### config.mk
export PLATFORM = sky130hd
export DESIGN_NAME = fetch_sequencer
export DESIGN_NICKNAME = d
export VERILOG_FILES = /design/src/rtl/fetch_sequencer.sv
export SDC_FILE = /design/constraint.sdc
export NUM_CORES = 1
export LEC_CHECK = 0
export BUFFER_PORTS_ARGS = -buffer_cell sky130_fd_sc_hd__buf_2
export CORE_AREA = 10 10 68 70
export DETAILED_ROUTE_END_ITERATION = 6
export DIE_AREA = 0 0 78 80
export SETUP_SLACK_MARGIN = 0.05
export SLEW_MARGIN = 20
export SYNTH_ARGS = -nofsm -noshare
export SYNTH_HDL_FRONTEND = slang
export SYNTH_SLANG_ARGS = --single-unit
### constraint.sdc
create_clock -name clk -period 2 [get_ports clk]
set_input_delay 0.2 -clock clk [delete_from_list [all_inputs] [get_ports clk]]
set_output_delay 0.2 -clock clk [all_outputs]
set_load 0.01 [all_outputs]
### src/rtl/fetch_sequencer.sv
// Fetch sequencer: owns the program counter, strobes the instruction memory load,
// and presents fetched bytes to decode through a valid/ready instruction register.
module fetch_sequencer #(
    parameter int unsigned PC_W     = 8,
    parameter int unsigned INSTR_W  = 8,
    parameter int unsigned PROG_LEN = 6
) (
    input  logic               clk,
    input  logic               reset,
    input  logic               start,
    input  logic [INSTR_W-1:0] instr_code,
    output logic [PC_W-1:0]    pc,
    output logic               imem_reset,
    output logic [INSTR_W-1:0] ir,
    output logic               ir_valid,
    input  logic               ir_ready,
    input  logic               branch_taken,
    input  logic [PC_W-1:0]    branch_target,
    input  logic               halt,
    output logic               running,
    output logic               err
);

    typedef enum logic [1:0] {
        S_IDLE,
        S_FETCH,
        S_DRAIN,
        S_HALTED
    } state_t;

    localparam logic [PC_W-1:0] LAST_PC = PC_W'(PROG_LEN - 1);
    // One extra bit so a program filling the whole address space still compares correctly.
    localparam logic [PC_W:0]   LEN_EXT = (PC_W + 1)'(PROG_LEN);

    state_t          state;
    logic            ld_c;
    logic            target_ok_c;
    logic [PC_W-1:0] pc_seq_c;

    // Load when the register is empty or its content is being consumed this cycle.
    assign ld_c        = !ir_valid || ir_ready;
    assign target_ok_c = ({1'b0, branch_target} < LEN_EXT);
    assign pc_seq_c    = (pc == LAST_PC) ? '0 : pc + PC_W'(1);

    always_ff @(posedge clk) begin
        if (reset) begin
            state      <= S_IDLE;
            pc         <= '0;
            ir         <= '0;
            ir_valid   <= 1'b0;
            running    <= 1'b0;
            err        <= 1'b0;
            imem_reset <= 1'b1;
        end else begin
            imem_reset <= 1'b0;
            case (state)
                S_IDLE: begin
                    if (start) begin
                        state   <= S_FETCH;
                        running <= 1'b1;
                    end
                end
                S_FETCH: begin
                    // Halt outranks branch; branch outranks the normal load.
                    if (halt) begin
                        if (!ir_valid || ir_ready) begin
                            ir_valid <= 1'b0;
                            state    <= S_HALTED;
                            running  <= 1'b0;
                        end else begin
                            state <= S_DRAIN;
                        end
                    end else if (branch_taken) begin
                        ir_valid <= 1'b0;
                        if (target_ok_c) begin
                            pc <= branch_target;
                        end else begin
                            pc  <= '0;
                            err <= 1'b1;
                        end
                    end else if (ld_c) begin
                        ir       <= instr_code;
                        ir_valid <= 1'b1;
                        pc       <= pc_seq_c;
                    end
                end
                S_DRAIN: begin
                    if (ir_ready) begin
                        ir_valid <= 1'b0;
                        state    <= S_HALTED;
                        running  <= 1'b0;
                    end
                end
                S_HALTED: begin
                end
                default: begin
                    state <= S_IDLE;
                end
            endcase
        end
    end

endmodule

==> results of run 1 <==
[state kept, by name, summed over array words and instances, names as in the netlist]
register    count
imem_reset      1
ir_valid        1
state           2
ir              8
pc              8
err             1
running         1
[area by class of cell]
type                            count  area share [%]
Clock buffer                        4            2.50
Timing Repair Buffer               46            16.7
Sequential cell                    22            30.5
Tap cell                           46            3.97
Multi-Input combinational cell     88            44.7
Inverter                            6            1.55
[cells in the final DEF, fill, tap and decap left out, types with 2 or more instances in the layout]
master	instances
a21o_1	2
buf_2	41
a211oi_1	2
nand3b_1	2
a31oi_1	3
a21oi_1	3
nor3_1	2
nand3_1	4
nand2b_1	2
clkbuf_4	3
o21ai_0	2
inv_1	6
nor2_1	18
mux2i_1	9
ha_1	5
nand2_1	5
a221oi_1	3
dfxtp_1	20
dfxtp_2	2
buf_4	5
or4_1	2
[Yosys cell counts, drive strengths merged, types with 2 or more instances]
cell type / count
a211oi: 2
nand2: 5
a2111oi: 3
a31oi: 4
nand3: 5
mux2i: 9
a21o: 2
ha: 6
nand2b: 2
clkbuf: 4
nor2: 18
nor3: 2
a221oi: 3
a21oi: 3
dfxtp: 22
nand3b: 2
o21ai: 3
or4: 4
inv: 6
[logic make-up after synthesis]
| kind of cell | count (synthesis) | share of synthesized area (%) |
|---|---|---|
| compound gates | 26 | 18.8 |
| fa+ha+maj | 6 | 6.72 |
| simple gates | 46 | 22.4 |
| mux | 9 | 8.06 |
| xor+xnor | 1 | 0.784 |
| flops | 22 | 39.4 |
| buf+inv | 11 | 3.81 |
[metrics by stage]
step           hold slack, ps  instances  setup slack, ps
5_1_grt                   108        212             37.5
6_report                  124        212              146
2_1_floorplan             228        121              136
4_1_cts                   117        210             94.6
3_5_place_dp              441        206              121
3_3_place_gp              431        206              168
[worst min-delay path by stage]
stage,start,endpoint,slack [ps],cells after the start
detailed placement,instr_code[0],ir[0],440,3
CTS,instr_code[1],ir[1],120,3
global route,instr_code[3],ir[3],110,3
global placement,instr_code[5],ir[5],430,3
floorplan,reset,imem_reset,230,0
finish,instr_code[1],ir[1],120,3
[power groups by stage]
stage	Clock, mW	Sequential [mW]	Combinational, mW
2_1_floorplan	0	0.583	0.347
3_3_place_gp	0	0.564	0.509
3_5_place_dp	0	0.571	0.526
4_1_cts	0.258	0.561	0.531
5_1_grt	0.279	0.577	0.610
6_report	0.246	0.564	0.547
[critical path, delay by kind of cell (launching register included)]
family,cells,cell delay [ps]
simple gates,2,760
compound gates,2,410
flops,1,380
fa+ha+maj,1,170
buf+inv,1,60
[per-layer routing]
metal | vias up | wire [um] | share of wire, %
met3 | 2 | 83 | 2.9
met4 | 0 | 29 | 1.0
met2 | 17 | 1440 | 50
li1 | 531 | - | -
met1 | 500 | 1350 | 47
met5 | - | 0 | 0
[what timing repair did]
action,CTS,global route
resized for setup,0,5
setup endpoints to repair,0,7
setup buffers,0,2
==> out/metrics.json, run 1 <==
{
  "global_route": {
    "grt-ovfl-total": 0,
    "grt_most_used_layer": "met2",
    "grt_pass1_wl_um": 4910,
    "globalRouteMet1Util_pct": 11.0,
    "global_route.usage.met2_pct": 16.4,
    "grt_antenna_before_repair": 0,
    "groute.layer.met3.usage_pct": 1.91,
    "via_count_of_the_first_global_routing_pass": 1066,
    "grtUsageTotal_pct": 9.34,
    "grt_max_degree": 24
  },
  "timing": {
    "timing_hold_violations_final": 0,
    "rsz_0062_raised_after_global_routing": "true",
    "tns_ps": 0,
    "skew_ps": 8.55,
    "setup_viol": 0,
    "minimum_clock_period_ps": 1850,
    "maxSlewViolCount": 0,
    "maxSlewHeadroom_pct": 70.4,
    "finalCritPeriodShare_pct": 92.7,
    "max_slew.worst_pin.slew_ps": 439,
    "fmax_mhz": 539
  },
  "final_layout": {
    "final_core_area_utilization_pct": 44.2,
    "area.growth.synth_to_final_pct": 29.9,
    "final_layout_size_suffix_gt1_share_pct": 38.0,
    "stdcell_area_um2": 1450,
    "insertedDiodeCount": 0,
    "final_net_count": 195,
    "ff_latch_area_um2": 443,
    "multi_input_comb_area_um2": 649,
    "fill_cells": 344
  },
  "placement": {
    "numPortBuffers": 41,
    "dp_hpwl_um": 2340,
    "routabilityCongestion": 0.812,
    "dpl-instance-area_um2": 1380
  },
  "floorplan": {
    "placementRows": 21,
    "top_level_ports": 42,
    "floorplan.die.height_um": 80,
    "die_width_um": 78,
    "design.die.area_um2": 6240,
    "initial_core_utilization_pct": 34.0,
    "core-area_um2": 3280
  },
  "worst_setup_path": {
    "crit_path_end_kind": "flop",
    "regToRegStartpoint": "pc[1]",
    "critical_path.reg2reg.endpoint": "pc[3]",
    "crit_fanout": 4,
    "timing.reg2reg.worst_path_depth": 6,
    "timing.critical_path.from": "pc[1]",
    "crit_arrival_ps": 2100,
    "worst_path_largest_cell_delay_ps": 600,
    "setup.reg_to_reg.worst_slack_ps": 150,
    "slowest_stage_cell_cp": "or4_2",
    "startpoint_type": "flop",
    "critical_path.endpoint": "pc[3]",
    "worstPathRequired_ps": 2240,
    "worst-setup-path-type": "flop to flop",
    "worstPathCellList": "inv_1 > ha_1 > nor4b_2 > a31o_2 > or4_2 > a31oi_1"
  },
  "power_and_ir_drop": {
    "power_frac_clock_pct": 18.1,
    "share_comb_of_total_power_pct": 40.3,
    "static-leakage-power_nw": 0.706,
    "power.share.switching_pct": 35.1,
    "max_vdd_drop_mv": 0.287,
    "p_int_mw": 0.880,
    "total_power_mw": 1.36,
    "cellPowerDensity_nw_per_um2": 935,
    "psw_mw": 0.477,
    "seq_power_share_pct": 41.6
  },
  "detailed_routing": {
    "wire_length_per_cell_um": 13.7,
    "detailedRoute.firstPassIterationCount": 4,
    "ant_nets": 0,
    "detail_route.drc_violations": 0,
    "postRouteWirelength_um": 2910,
    "routed-via-count": 1050,
    "detail_route.iter0.violations": 61,
    "via_per_inst": 4.95
  },
  "cts": {
    "clock_latency_on_the_worst_skew_pair_ps": 300,
    "cts_max_path_buffers": 2,
    "cts_tree": "built",
    "cts_buffers": 3,
    "clkSlewWorstSetupHoldPaths_ps": 130,
    "holdBufCountCts": 0,
    "htree_num_levels": 1,
    "ctsRootBufferMaster": "clkbuf_4",
    "numClockSinks": 22
  },
  "synth": {
    "primary_flip_flop_cell_chosen_by_synthesis_mapping": "dfxtp_1",
    "syn_inst": 121,
    "synth.largest_area_cell": "dfxtp_1",
    "synth_edf_count": 0,
    "synth_seq_cells": 22,
    "post_synthesis_net_count": 149,
    "post-synth-top-area-fraction_pct": 39.4,
    "synth.cell_area_um2": 1120,
    "postSynth.asyncResetShare_pct": 0,
    "seq_area_frac_synth_pct": 39.4,
    "synthesis.yosys.warnings": 0,
    "synth.lib_cells_used.distinct": 41,
    "synth.top_cells.by_area": "dfxtp_1 (39%), mux2i_1 (8.1%), ha_1 (6.7%)",
    "syn_avg_cell_area_um2": 9.23
  },
  "outcome": {
    "outcome": "complete, no violations"
  },
  "flow_run": {
    "drv_cap": 0
  },
  "min_path": {
    "hp-class": "input port to flop"
  }
}
No activity file was read; power rests on OpenSTA's default activity.
==> run 2, diff against run 1 <==
- CORE_AREA: 10 10 68 70 -> 10 10 60 62
- DIE_AREA: 0 0 78 80 -> 0 0 70 72
- PLACE_DENSITY: default -> 0.75
==> run 2 against run 1 <==
Final area is 2.5% lower. Highest routed layer unchanged. Critical path depth stayed put. Final cell count is 8.0% lower. Routed wire length is 0.65% higher. Largest cell class unchanged.
==> out/metrics.json, run 2 (synthesis results as in run 1) <==
{
  "outcome": {
    "outcome": "complete, no violations"
  },
  "global_route": {
    "global_route.usage.met2": {"value": 21.8, "unit": "%", "change": "+5.3 points"},
    "grt_max_degree": {"value": 24, "change": "unchanged"},
    "groute.layer.met3.usage": {"value": 3.40, "unit": "%", "change": "+1.5 points"},
    "grt_pass1_wl": {"value": 5060, "unit": "um", "change": "+3.1%"},
    "grt-ovfl-total": {"value": 0, "change": "unchanged"},
    "grt_antenna_before_repair": {"value": 0, "change": "unchanged"},
    "grtUsageTotal": {"value": 11.8, "unit": "%", "change": "+2.5 points"},
    "globalRouteMet1Util": {"value": 11.6, "unit": "%", "change": "+0.55 points"},
    "grt_most_used_layer": "met2",
    "via_count_of_the_first_global_routing_pass": {"value": 1159, "change": "+8.7%"}
  },
  "worst_setup_path": {
    "setup.reg_to_reg.worst_slack": {"value": 90, "unit": "ps", "change": "-50 ps"},
    "regToRegStartpoint": "pc[1]",
    "crit_arrival": {"value": 2150, "unit": "ps", "change": "+50 ps"},
    "startpoint_type": "flop",
    "crit_fanout": {"value": 4, "change": "unchanged"},
    "crit_path_end_kind": "flop",
    "timing.reg2reg.worst_path_depth": {"value": 6, "change": "unchanged"},
    "worst-setup-path-type": "flop to flop",
    "critical_path.reg2reg.endpoint": "pc[3]",
    "worstPathRequired": {"value": 2240, "unit": "ps", "change": "about the same"}
  },
  "detailed_routing": {
    "via_per_inst": {"value": 5.58, "change": "+13%"},
    "routed-via-count": {"value": 1088, "change": "+3.6%"},
    "detailedRoute.firstPassIterationCount": {"value": 4, "change": "unchanged"},
    "wire_length_per_cell": {"value": 15.0, "unit": "um", "change": "+9.4%"},
    "ant_nets": {"value": 0, "change": "unchanged"},
    "detail_route.drc_violations": {"value": 0, "change": "unchanged"},
    "postRouteWirelength": {"value": 2930, "unit": "um", "change": "+0.65%"},
    "detail_route.iter0.violations": {"value": 47, "change": "-23%"}
  },
  "timing": {
    "tns": {"value": 0, "unit": "ps", "change": "unchanged"},
    "fmax": {"value": 524, "unit": "MHz", "change": "-2.8%"},
    "maxSlewHeadroom": {"value": 67.7, "unit": "%", "change": "-2.8 points"},
    "skew": {"value": 1.25, "unit": "ps", "change": "-7.30 ps"},
    "timing_hold_violations_final": {"value": 0, "change": "unchanged"},
    "setup_viol": {"value": 0, "change": "unchanged"},
    "max_slew.worst_pin.slew": {"value": 484, "unit": "ps", "change": "+44.4 ps"},
    "finalCritPeriodShare": {"value": 95.4, "unit": "%", "change": "+2.7 points"},
    "maxSlewViolCount": {"value": 0, "change": "unchanged"},
    "rsz_0062_raised_after_global_routing": "true",
    "minimum_clock_period": {"value": 1910, "unit": "ps", "change": "+53.5 ps"}
  },
  "flow_run": {
    "drv_cap": {"value": 0, "change": "unchanged"}
  },
  "placement": {
    "numPortBuffers": {"value": 41, "change": "unchanged"},
    "routabilityCongestion": {"value": 0.777, "change": "-4.3%"},
    "dp_hpwl": {"value": 2310, "unit": "um", "change": "-1.4%"},
    "dpl-instance-area": {"value": 1360, "unit": "um2", "change": "-1.4%"}
  },
  "floorplan": {
    "core-area": {"value": 2430, "unit": "um2", "change": "-26%"},
    "design.die.area": {"value": 5040, "unit": "um2", "change": "-19%"},
    "initial_core_utilization": {"value": 45.9, "unit": "%", "change": "+12 points"},
    "die_width": {"value": 70, "unit": "um", "change": "-10%"},
    "floorplan.die.height": {"value": 72, "unit": "um", "change": "-10%"},
    "placementRows": {"value": 18, "change": "-14%"},
    "top_level_ports": {"value": 42, "change": "unchanged"}
  },
  "cts": {
    "ctsRootBufferMaster": "clkbuf_4",
    "htree_num_levels": {"value": 1, "change": "unchanged"},
    "cts_buffers": {"value": 3, "change": "unchanged"},
    "cts_max_path_buffers": {"value": 2, "change": "unchanged"},
    "numClockSinks": {"value": 22, "change": "unchanged"},
    "cts_tree": "built",
    "clock_latency_on_the_worst_skew_pair": {"value": 300, "unit": "ps", "change": "about the same"},
    "clkSlewWorstSetupHoldPaths": {"value": 120, "unit": "ps", "change": "about the same"}
  },
  "final_layout": {
    "final_common_cell": "buf_2",
    "insertedDiodeCount": {"value": 0, "change": "unchanged"},
    "top_regs": "ir (8), pc (8), state (2)",
    "stdcell_area": {"value": 1420, "unit": "um2", "change": "-2.5%"},
    "area.growth.synth_to_final_pct": 26.7,
    "final_cell_mix": "buf_2 (41), dfxtp_1 (21), nor2_1 (18)",
    "final_net_count": {"value": 195, "change": "unchanged"},
    "final_layout_size_suffix_gt1_share": {"value": 37.0, "unit": "%", "change": "-0.98 points"}
  },
  "min_path": {
    "worstHoldPathCells": {"value": 3, "change": "unchanged"},
    "hp-class": "input port to flop",
    "hold_path_end": "ir[6]",
    "min-delay-start": "instr_code[6]"
  },
  "power_and_ir_drop": {
    "static-leakage-power": {"value": 0.698, "unit": "nW", "change": "-1.1%"},
    "cellPowerDensity": {"value": 933, "unit": "nW/um2", "change": "-0.21%"},
    "max_vdd_drop": {"value": 0.498, "unit": "mV", "change": "+74%"}
  }
}
==> run 2: cell types whose count changed in the layout (fill, tap and decap cells not counted), sizes merged <==
cell	delta
clkbuf	-1
==> run 2: metrics by stage <==
step           std cells  hold WS, ps  setup WS, ps  total power, mW  utilization, %
6_report             195          116          92.5             1.32            58.2
5_1_grt              195          133          9.80             1.41            58.2
4_1_cts              194          118          54.8             1.30            57.4
3_5_place_dp         190          437          38.4             1.09            56.0
3_3_place_gp         190          430           175             1.06            56.0
2_1_floorplan        121          228           136            0.930               -
==> run 2: routing by layer <==
| metal | share of wire, % | routed length [um] |
|---|---|---|
| met5 | 0 | 0 |
| met2 | 51 | 1490 |
| met1 | 41 | 1210 |
| met3 | 5.2 | 152 |
| met4 | 2.5 | 72 |
==> run 2: area by class of cell <==
class	instances	area, um2
fill	228	1020
multi-input combinational	88	648
sequential	22	442
timing repair buffer	46	243
tap	30	37.5
clock buffer	3	22.5
inverter	6	22.5
==> run 2: worst max-delay path by stage <==
stage          startpoint  endpoint  slack [ps]  cells past startpoint
3_3_place_gp        pc[1]     pc[3]         170                      6
3_5_place_dp     state[1]     pc[3]          40                      6
2_1_floorplan       pc[1]     pc[3]         140                      6
4_1_cts          state[1]     pc[3]          50                      6
5_1_grt             pc[1]     pc[3]          10                      6
6_report            pc[1]     pc[3]          90                      6
==> run 2: report_power, final <==
group          internal [mW]  total [mW]  switching, mW  leakage, nW
clock                 0.0704       0.201          0.130       0.0138
sequential             0.504       0.562         0.0582        0.180
combinational          0.272       0.558          0.285        0.505
==> run 2: timing repair <==
item                                    CTS  global route
gates resized for setup                   2             3
endpoints found under the setup margin    2             5
pin swaps                                 0             1
hold buffers                              0             0
hold endpoints to repair                  0             0
setup buffers                             1             1
==> run 2: worst max-delay path, stage by stage (launching register included) <==
cell,delay [ps]
dfxtp_2,370
inv_1,60
ha_1,170
nor4b_2,160
a31o_2,270
or4_2,620
a31oi_1,190
==> run 3, diff against run 2 <==
- CORE_AREA: 10 10 60 62 -> 2 2 52 54
- DIE_AREA: 0 0 70 72 -> 0 0 54 56
- GPL_TIMING_DRIVEN: default -> 0
- MAX_ROUTING_LAYER: default -> met4
==> run 3 against run 2 <==
Via count decreased by 2.0%. Sequential share of layout area increased by 0.25 points. Routed wire length decreased by 14%. Clock-buffer cell count increased by 1. Final area decreased by 0.80%. Combinational power decreased by 7.7%. Maximum frequency increased by 1.5%. Largest power group unchanged.
==> out/metrics.json, run 3 (synthesis results as in run 1) <==
{
  "timing": {
    "rsz_0062_raised_after_global_routing": "false",
    "max_slew.worst_pin.slew": {"value": 486, "unit": "ps", "change": "+1.90 ps"},
    "worst_hold_margin": {"value": 55.8, "unit": "ps", "change": "-60.0 ps"},
    "minimum_clock_period": {"value": 1880, "unit": "ps", "change": "-27.5 ps"},
    "tns": {"value": 0, "unit": "ps", "change": "unchanged"},
    "maxSlewViolCount": {"value": 0, "change": "unchanged"},
    "timing_hold_violations_final": {"value": 0, "change": "unchanged"},
    "finalCritPeriodShare": {"value": 94.0, "unit": "%", "change": "-1.4 points"},
    "skew": {"value": 2.23, "unit": "ps", "change": "+0.981 ps"},
    "maxSlewHeadroom": {"value": 67.3, "unit": "%", "change": "-0.34 points"},
    "setup_viol": {"value": 0, "change": "unchanged"},
    "fmax": {"value": 532, "unit": "MHz", "change": "+1.5%"}
  },
  "cts": {
    "numClockSinks": {"value": 22, "change": "unchanged"},
    "cts_max_path_buffers": {"value": 2, "change": "unchanged"},
    "clock_latency_on_the_worst_skew_pair": {"value": 310, "unit": "ps", "change": "about the same"},
    "holdBufCountCts": {"value": 0, "change": "unchanged"},
    "cts_buffers": {"value": 3, "change": "unchanged"},
    "cts_tree": "built",
    "ctsRootBufferMaster": "clkbuf_4",
    "htree_num_levels": {"value": 1, "change": "unchanged"},
    "clkSlewWorstSetupHoldPaths": {"value": 120, "unit": "ps", "change": "about the same"}
  },
  "worst_setup_path": {
    "crit_fanout": {"value": 4, "change": "unchanged"},
    "worst-setup-path-type": "flop to flop",
    "worstPathRequired": {"value": 2240, "unit": "ps", "change": "about the same"},
    "worstPathCellList": "inv_1 > ha_1 > nor4b_1 > a31o_2 > or4_2 > a31oi_1",
    "regToRegStartpoint": "pc[1]",
    "crit_path_end_kind": "flop",
    "slowest_stage_cell_cp": "or4_2",
    "timing.reg2reg.worst_path_depth": {"value": 6, "change": "unchanged"},
    "setup.reg_to_reg.worst_slack": {"value": 120, "unit": "ps", "change": "+30 ps"},
    "worst_path_largest_cell_delay": {"value": 600, "unit": "ps", "change": "-20 ps"},
    "crit_arrival": {"value": 2120, "unit": "ps", "change": "-30 ps"},
    "timing.critical_path.from": "pc[1]",
    "startpoint_type": "flop"
  },
  "final_layout": {
    "area.growth.synth_to_final_pct": 25.6,
    "final_common_cell": "buf_2",
    "ff_latch_area": {"value": 442, "unit": "um2", "change": "unchanged"},
    "insertedDiodeCount": {"value": 0, "change": "unchanged"},
    "final_net_count": {"value": 195, "change": "unchanged"},
    "final_cell_mix": "buf_2 (41), dfxtp_1 (21), nor2_1 (18)",
    "top_regs": "ir (8), pc (8), state (2)",
    "multi_input_comb_area": {"value": 637, "unit": "um2", "change": "-1.7%"},
    "fill_cells": {"value": 245, "change": "+7.5%"},
    "final_layout_size_suffix_gt1_share": {"value": 34.3, "unit": "%", "change": "-2.6 points"}
  },
  "detailed_routing": {
    "wire_length_per_cell": {"value": 12.8, "unit": "um", "change": "-15%"},
    "detailedRoute.firstPassIterationCount": {"value": 4, "change": "unchanged"},
    "routed-via-count": {"value": 1066, "change": "-2.0%"},
    "ant_nets": {"value": 0, "change": "unchanged"},
    "postRouteWirelength": {"value": 2510, "unit": "um", "change": "-14%"},
    "detail_route.iter0.violations": {"value": 18, "change": "-62%"},
    "detail_route.drc_violations": {"value": 0, "change": "unchanged"},
    "via_per_inst": {"value": 5.44, "change": "-2.5%"}
  },
  "global_route": {
    "grt_max_degree": {"value": 13, "change": "-46%"},
    "grt_antenna_before_repair": {"value": 0, "change": "unchanged"},
    "via_count_of_the_first_global_routing_pass": {"value": 911, "change": "-21%"},
    "grt_pass1_wl": {"value": 3980, "unit": "um", "change": "-21%"},
    "grt-ovfl-total": {"value": 0, "change": "unchanged"},
    "grtUsageTotal": {"value": 18.1, "unit": "%", "change": "+6.3 points"}
  },
  "floorplan": {
    "initial_core_utilization": {"value": 45.9, "unit": "%", "change": "unchanged"},
    "top_level_ports": {"value": 42, "change": "unchanged"},
    "placementRows": {"value": 18, "change": "unchanged"},
    "design.die.area": {"value": 3020, "unit": "um2", "change": "-40%"},
    "core-area": {"value": 2430, "unit": "um2", "change": "unchanged"},
    "floorplan.die.height": {"value": 56, "unit": "um", "change": "-22%"},
    "die_width": {"value": 54, "unit": "um", "change": "-23%"}
  },
  "min_path": {
    "worstHoldPathCells": {"value": 1, "change": "-2"},
    "min-delay-start": "reset",
    "hp-class": "input port to flop"
  },
  "outcome": {
    "outcome": "complete, no violations"
  },
  "placement": {
    "dp_hpwl": {"value": 1950, "unit": "um", "change": "-16%"},
    "numPortBuffers": {"value": 40, "change": "-2.4%"},
    "routabilityCongestion": {"value": 0.784, "change": "+0.89%"}
  },
  "power_and_ir_drop": {
    "total_power": {"value": 1.32, "unit": "mW", "change": "+0.24%"},
    "static-leakage-power": {"value": 0.690, "unit": "nW", "change": "-1.1%"},
    "cellPowerDensity": {"value": 943, "unit": "nW/um2", "change": "+1.0%"},
    "max_vdd_drop": {"value": 0.512, "unit": "mV", "change": "+2.8%"}
  },
  "flow_run": {
    "drv_cap": {"value": 0, "change": "unchanged"}
  }
}
[run 3: cell type report]
class                      instances  area share, %
buffer                             5           1.52
clock buffer                       4           2.58
inverter                           6           1.60
multi-input combinational         88           45.4
sequential                        22           31.5
tap                               30           2.67
timing repair buffer              41           14.8
[run 3: worst max-delay path, delay by kind of cell (launching register included)]
kind / cells / cell delay, ps
and+or+nand+nor: 2 / 750
buffers and inverters: 1 / 70
AOI/OAI and AO/OA: 2 / 440
DFF: 1 / 370
adders and majority gates: 1 / 180
[run 3: power breakdown]
group	total (mW)	switching (mW)	internal, mW
sequential	0.560	0.0564	0.504
combinational	0.515	0.273	0.242
clock	0.248	0.137	0.111
total	1.32	0.467	0.857
[run 3: metal layers]
| layer | share of wire (%) | up-vias | wire length, um | global-route usage, % |
|---|---|---|---|---|
| li1 | - | 533 | - | - |
| met3 | 4.5 | 2 | 113 | 1.61 |
| met4 | 1.1 | 0 | 27 | 8.57 |
| met2 | 51 | 32 | 1280 | 29.1 |
| met5 | 0 | - | 0 | - |
| met1 | 44 | 499 | 1100 | 22.1 |
[run 3: repair_timing]
action,CTS,global route
setup endpoints to repair,0,10
buffers inserted,0,1
gates resized for setup,0,4
hold endpoints to repair,0,0
[run 3: path summary, 6_finish.rpt]
kind	to
max reg2reg	pc[3]
max	pc[3]
min reg2reg	err
min	imem_reset
[run 3: metrics by stage]
stage / setup WS (ps) / cells / util (%) / area, um2
6_report: 120 / 196 / 57.7 / 1400
3_5_place_dp: 91.0 / 191 / 55.7 / 1360
2_1_floorplan: 136 / 121 / - / 1120
5_1_grt: 58.4 / 196 / 57.7 / 1400
4_1_cts: 55.9 / 195 / 57.2 / 1390
3_3_place_gp: 142 / 191 / 55.7 / 1360
